$ cat config.mk
export PLATFORM = sky130hd
export DESIGN_NAME = shifter_pipelined
export DESIGN_NICKNAME = d
export VERILOG_FILES = /design/src/rtl/shifter_pkg.sv /design/src/rtl/shifter_stage.sv /design/src/rtl/shifter_pipelined.sv
export SDC_FILE = /design/constraint.sdc
export NUM_CORES = 1
export LEC_CHECK = 0
export ABC_CLOCK_PERIOD_IN_PS = 9850
export BUFFER_PORTS_ARGS = -buffer_cell sky130_fd_sc_hd__buf_4
export CAP_MARGIN = 20
export CORE_ASPECT_RATIO = 0.5
export CORE_MARGIN = 8
export CORE_UTILIZATION = 47
export CTS_CLUSTER_DIAMETER = 200
export DETAILED_ROUTE_END_ITERATION = 8
export SLEW_MARGIN = 20
export SYNTH_ARGS = -nofsm -noshare
export SYNTH_HDL_FRONTEND = slang
export SYNTH_SLANG_ARGS = --single-unit
$ cat constraint.sdc
create_clock -name clk -period 9.85 [get_ports clk]
set_clock_uncertainty 0.15 [all_clocks]
set_input_delay 2.4625 -clock clk [delete_from_list [all_inputs] [get_ports clk]]
set_output_delay 2.4625 -clock clk [all_outputs]
set_load 0.05 [all_outputs]
$ cat src/rtl/shifter_pkg.sv
// Shared types for the pipelined barrel shifter, plus a bit-level reference
// function that benches can use as a golden model.
package shifter_pkg;

    typedef enum logic [1:0] {
        SHIFT_SLL = 2'b00,
        SHIFT_SRL = 2'b01,
        SHIFT_SRA = 2'b10,
        SHIFT_ROR = 2'b11
    } shift_mode_t;

    localparam int REF_W = 64;

    // n is the live data width (<= REF_W); bits above n are returned as zero.
    function automatic logic [REF_W-1:0] shift_ref(input logic [REF_W-1:0] a,
                                                   input int s,
                                                   input shift_mode_t mode,
                                                   input int n = 32);
        logic [REF_W-1:0] y;
        y = '0;
        for (int i = 0; i < REF_W; i++) begin
            if (i < n) begin
                case (mode)
                    SHIFT_SLL: y[i] = (i >= s) ? a[i-s] : 1'b0;
                    SHIFT_SRL: y[i] = (i + s < n) ? a[i+s] : 1'b0;
                    SHIFT_SRA: y[i] = (i + s < n) ? a[i+s] : a[n-1];
                    default:   y[i] = a[(i+s)%n];
                endcase
            end
        end
        return y;
    endfunction

endpackage

$ cat src/rtl/shifter_stage.sv
// One barrel-shifter level: conditionally shifts by 2^K in any of the four modes.
module shifter_stage
    import shifter_pkg::*;
#(
    parameter int N = 32,
    parameter int K = 0
) (
    input  logic [N-1:0] a,
    input  logic         en,
    input  logic [1:0]   mode,
    output logic [N-1:0] y
);

    localparam int SH = 1 << K;

    always_comb begin
        y = a;
        if (en) begin
            case (shift_mode_t'(mode))
                SHIFT_SLL: y = {a[N-1-SH:0], {SH{1'b0}}};
                SHIFT_SRL: y = {{SH{1'b0}}, a[N-1:SH]};
                SHIFT_SRA: y = {{SH{a[N-1]}}, a[N-1:SH]};
                default:   y = {a[SH-1:0], a[N-1:SH]};
            endcase
        end
    end

endmodule

$ cat src/rtl/shifter_pipelined.sv
// Pipelined barrel shifter: S = log2(N) registered shift levels, globally stalled
// by the downstream ready so in-flight results are never reordered or dropped.
module shifter_pipelined
    import shifter_pkg::*;
#(
    parameter int N = 32,
    parameter int S = $clog2(N)
) (
    input  logic         clk,
    input  logic         rst,
    input  logic         i_valid,
    output logic         i_ready,
    input  logic [N-1:0] i_a,
    input  logic [S-1:0] i_s,
    input  logic [1:0]   i_mode,
    output logic         o_valid,
    input  logic         o_ready,
    output logic [N-1:0] o_y
);

    logic                advance;
    logic [S-1:0][N-1:0] stg_data;
    logic [S-1:0]        stg_vld;

    assign advance = !o_valid || o_ready;
    assign i_ready = advance;

    for (genvar k = 0; k < S; k++) begin : g_stage
        logic [N-1:0]   src_data;
        logic [N-1:0]   shifted;
        logic [N-1:0]   data_q, data_d;
        // Only the amount bits still needed downstream travel with the data.
        logic [S-k-1:0] src_amt;
        logic [1:0]     src_mode;
        logic           src_vld;
        logic           vld_q, vld_d;

        if (k == 0) begin : g_src
            assign src_data = i_a;
            assign src_amt  = i_s;
            assign src_mode = i_mode;
            assign src_vld  = i_valid;
        end else begin : g_src
            assign src_data = stg_data[k-1];
            assign src_amt  = g_stage[k-1].g_carry.amt_q;
            assign src_mode = g_stage[k-1].g_carry.mode_q;
            assign src_vld  = stg_vld[k-1];
        end

        shifter_stage #(.N(N), .K(k)) u_stage (
            .a    (src_data),
            .en   (src_amt[0]),
            .mode (src_mode),
            .y    (shifted)
        );

        always_comb begin
            data_d = data_q;
            vld_d  = vld_q;
            if (advance) begin
                data_d = shifted;
                vld_d  = src_vld;
            end
        end

        always_ff @(posedge clk or posedge rst) begin
            if (rst) begin
                data_q <= '0;
                vld_q  <= 1'b0;
            end else begin
                data_q <= data_d;
                vld_q  <= vld_d;
            end
        end

        if (k < S-1) begin : g_carry
            logic [S-k-2:0] amt_q, amt_d;
            logic [1:0]     mode_q, mode_d;

            always_comb begin
                amt_d  = amt_q;
                mode_d = mode_q;
                if (advance) begin
                    amt_d  = src_amt[S-k-1:1];
                    mode_d = src_mode;
                end
            end

            always_ff @(posedge clk or posedge rst) begin
                if (rst) begin
                    amt_q  <= '0;
                    mode_q <= '0;
                end else begin
                    amt_q  <= amt_d;
                    mode_q <= mode_d;
                end
            end
        end

        assign stg_data[k] = data_q;
        assign stg_vld[k]  = vld_q;
    end

    assign o_y     = stg_data[S-1];
    assign o_valid = stg_vld[S-1];

endmodule

==> results.py <==
metrics = {
    "setup_path": {
        "r2r-end": "g_stage[3].data_q[6]$_DFFE_PP0P_",
        "critPathMaxFanout": 55,
        "cp_data_arrival_time_ns": 4.03,
        "critPathLaunchType": "input pin",
        "crit_required_ns": 7.24,
        "rr_worst_depth": 4,
        "r2r_start": "o_valid$_DFFE_PP0P_",
        "critical_path_class": "in -> out",
        "worstSetupEndpoint": "i_ready",
        "crit_path_start": "o_ready",
        "reg2reg_setup_slack_ns": 7.10,
        "end_kind": "output port",
    },
    "finish": {
        "final_common_cell": "o21ai_0",
        "nets": 1189,
        "antenna_cells": 0,
        "fill_cells": 2029,
        "syn_to_final_growth_pct": 10.03,
        "drive_gt1_frac": 0.1096,
        "final_cell_mix": "o21ai_0, dfrtp_1, nand2_1",
        "finalNonFillerCells": 1439,
    },
    "floorplanning": {
        "dieArea_um2": 26810,
        "core_area_um2": 21400,
        "pin_count": 77,
        "die_w_um": 223.7,
        "start_util": 0.4739,
        "die_h_um": 119.9,
        "num_rows": 38,
    },
    "pwr": {
        "ir_drop_uv": 149.6,
        "intPower_uw": 2159,
        "p_sw_frac": 0.4538,
        "seqPwrFrac": 0.373,
        "p_leak_uw": 0.005600,
        "pwr-share-clk": 0.175,
        "power_density_nw_per_um2": 354.3,
        "combPwrFrac": 0.452,
        "switching_power_uw": 1793,
    },
    "cts": {
        "worstSkewPairLatency_ns": 0.44,
        "post_cts_buffers": 0,
        "cts_tree": "built",
        "cts_num_sinks": 183,
        "cts-buffers-inserted": 17,
        "cts_buffer_depth": 2,
        "clock_tree.root_cell": "clkbuf_16",
        "htree_levels": 4,
        "post_cts_resized": 0,
        "clk_pin_slew_ns": 0.07,
        "cts_hold_buf": 0,
    },
    "place": {
        "port_buffers": 76,
        "dp.cells": 1407,
        "hpwl_um": 17600,
        "gp_congestion": 0.7798,
    },
    "global_routing": {
        "met2_usage": 0.2776,
        "antenna_found_initial": 0,
        "top_usage_layer": "met1",
        "grt.overflow.total": 0,
        "use_met3": 0.04116,
        "met1_usage": 0.3011,
        "grt_usage": 0.1975,
        "grt_pass1_wl_um": 43210,
        "grt_pass1_vias": 7896,
        "grt_max_degree": 136,
    },
    "route": {
        "viasPerCell": 5.806,
        "drc": 0,
        "routed_wl_um": 26570,
        "wl_per_cell_um": 18.46,
        "dr.pass1.iters": 5,
        "final_antenna_net_count": 0,
        "num_vias": 8355,
        "drt_iter0_drc": 883,
    },
    "logic_synthesis": {
        "synth_edf_count": 0,
        "netlist_area_um2": 10140,
        "yosys.area.top_type": "dfrtp_1",
        "async_flop_share": 1.000,
        "avgSynthCellArea_um2": 8.718,
        "synth_seq_cells": 183,
        "syn_inst": 1163,
        "syn-num-nets": 1206,
        "synth_ff_type": "dfrtp_1",
        "synth.area.top_cells": "dfrtp_1, o21ai_0, o211a_1, nand2_1, inv_1",
        "ys_seq_area_frac": 0.4517,
        "post_synth_num_cell_types": 30,
        "yosysWarnings": 0,
        "yosysTopAreaCellShare": 0.4517,
    },
    "min_path": {
        "hold_class": "reg -> reg",
        "hold_depth": 2,
    },
    "timing": {
        "slew_violations": 0,
        "relSlewSlack": 0.2599,
        "fmax_mhz": 150.6,
        "hold_viol": 0,
        "tns_ns": 0,
        "min_period_over_period": 0.6740,
        "worst_slew_pin_slew_ns": 1.110,
        "min_period_ns": 6.639,
        "final-setup-viol-count": 0,
        "rsz0062_at_grt": "no",
    },
    "run": {
        "max-cap-violations": 0,
    },
    "status": {
        "status": "completed",
    },
}
==> flip-flops by register name, indices dropped and copies added, names as in the netlist <==
name                    count
g_stage.data_q            128
g_stage.g_carry.amt_q      10
g_stage.g_carry.mode_q      8
g_stage.vld_q               4
o_valid                     1
o_y                        32
==> power groups by stage <==
stage / logic (uW) / clock network, uW / registers, uW
after floorplan: 1270 / 0 / 1520
after global placement: 1760 / 0 / 1470
after detailed placement: 1780 / 0 / 1480
after CTS: 1790 / 700 / 1470
after global routing: 1970 / 732 / 1530
final: 1790 / 691 / 1470
==> cell type report <==
class                           count  area, um^2  area share
Tap cell                          280       350.3     0.03140
Multi-Input combinational cell    742        4536      0.4066
Clock buffer                       21       470.5     0.04217
Inverter                          116       445.4     0.03993
Clock inverter                     11       123.9     0.01110
Sequential cell                   183        4581      0.4106
Timing Repair Buffer               86       649.4     0.05821
==> per-layer routing <==
metal / routed length, um / part of all wire
met1: 14100 / 0.53
met2: 10910 / 0.41
met4: 274 / 0.010
met3: 1290 / 0.049
met5: 0 / 0
==> per-stage QoR <==
step | instance area, um^2 | utilization | hold WS (ns) | total power (uW) | setup slack (ns)
6_report | 11160 | 0.5214 | 0.3174 | 3952 | 3.211
5_1_grt | 11160 | 0.5214 | 0.3379 | 4227 | 3.086
4_1_cts | 11150 | 0.5212 | 0.3210 | 3953 | 3.225
3_5_place_dp | 10560 | 0.4934 | 0.3058 | 3258 | 3.234
3_3_place_gp | 10560 | 0.4934 | 0.2969 | 3226 | 3.235
2_1_floorplan | 10140 | - | 0.2800 | 2793 | 2.265
==> cell usage after synthesis, types with 2 or more instances <==
cell and instances:
a21oi_1 14, a2bb2oi_1 16, a311oi_1 14, buf_1 3, buf_2 39, buf_6 8
buf_8 2, clkbuf_1 68, dfrtp_1 183, inv_1 115, mux2i_1 15, nand2_1 142
nand3_1 15, nor2b_1 15, o211a_1 99, o211ai_1 2, o21ai_0 234, o21ai_1 69
o22ai_1 65, o22ai_2 4, o311a_1 30, or2_1 3
==> worst max-delay path, cell delays in order <==
cell,delay [ns]
buf_4,0.12
nor2b_4,0.73
inv_6,0.34
buf_4,0.32
==> worst min path at each step <==
stage / start / endpoint / slack, ns
CTS: g_stage[2].g_carry.amt_q[1]$_DFFE_PP0P_ / g_stage[2].g_carry.amt_q[1]$_DFFE_PP0P_ / 0.32
global placement: g_stage[3].vld_q$_DFFE_PP0P_ / g_stage[3].vld_q$_DFFE_PP0P_ / 0.30
floorplan: g_stage[3].vld_q$_DFFE_PP0P_ / g_stage[3].vld_q$_DFFE_PP0P_ / 0.28
finish: g_stage[1].g_carry.amt_q[1]$_DFFE_PP0P_ / g_stage[1].g_carry.amt_q[1]$_DFFE_PP0P_ / 0.32
detailed placement: g_stage[2].g_carry.amt_q[1]$_DFFE_PP0P_ / g_stage[2].g_carry.amt_q[1]$_DFFE_PP0P_ / 0.31
global route: g_stage[1].vld_q$_DFFE_PP0P_ / g_stage[1].vld_q$_DFFE_PP0P_ / 0.34
==> cell families (layout without fill, tap and decap cells) <==
logic type | after synthesis | count (layout) | synth area share
buf+inv | 238 | 234 | 0.1017
xor+xnor | 1 | 1 | 0.001605
mux | 15 | 15 | 0.01481
compound gates | 549 | 549 | 0.3578
simple gates | 177 | 177 | 0.07244
flops | 183 | 183 | 0.4517
No activity file was read; power rests on OpenSTA's default activity.
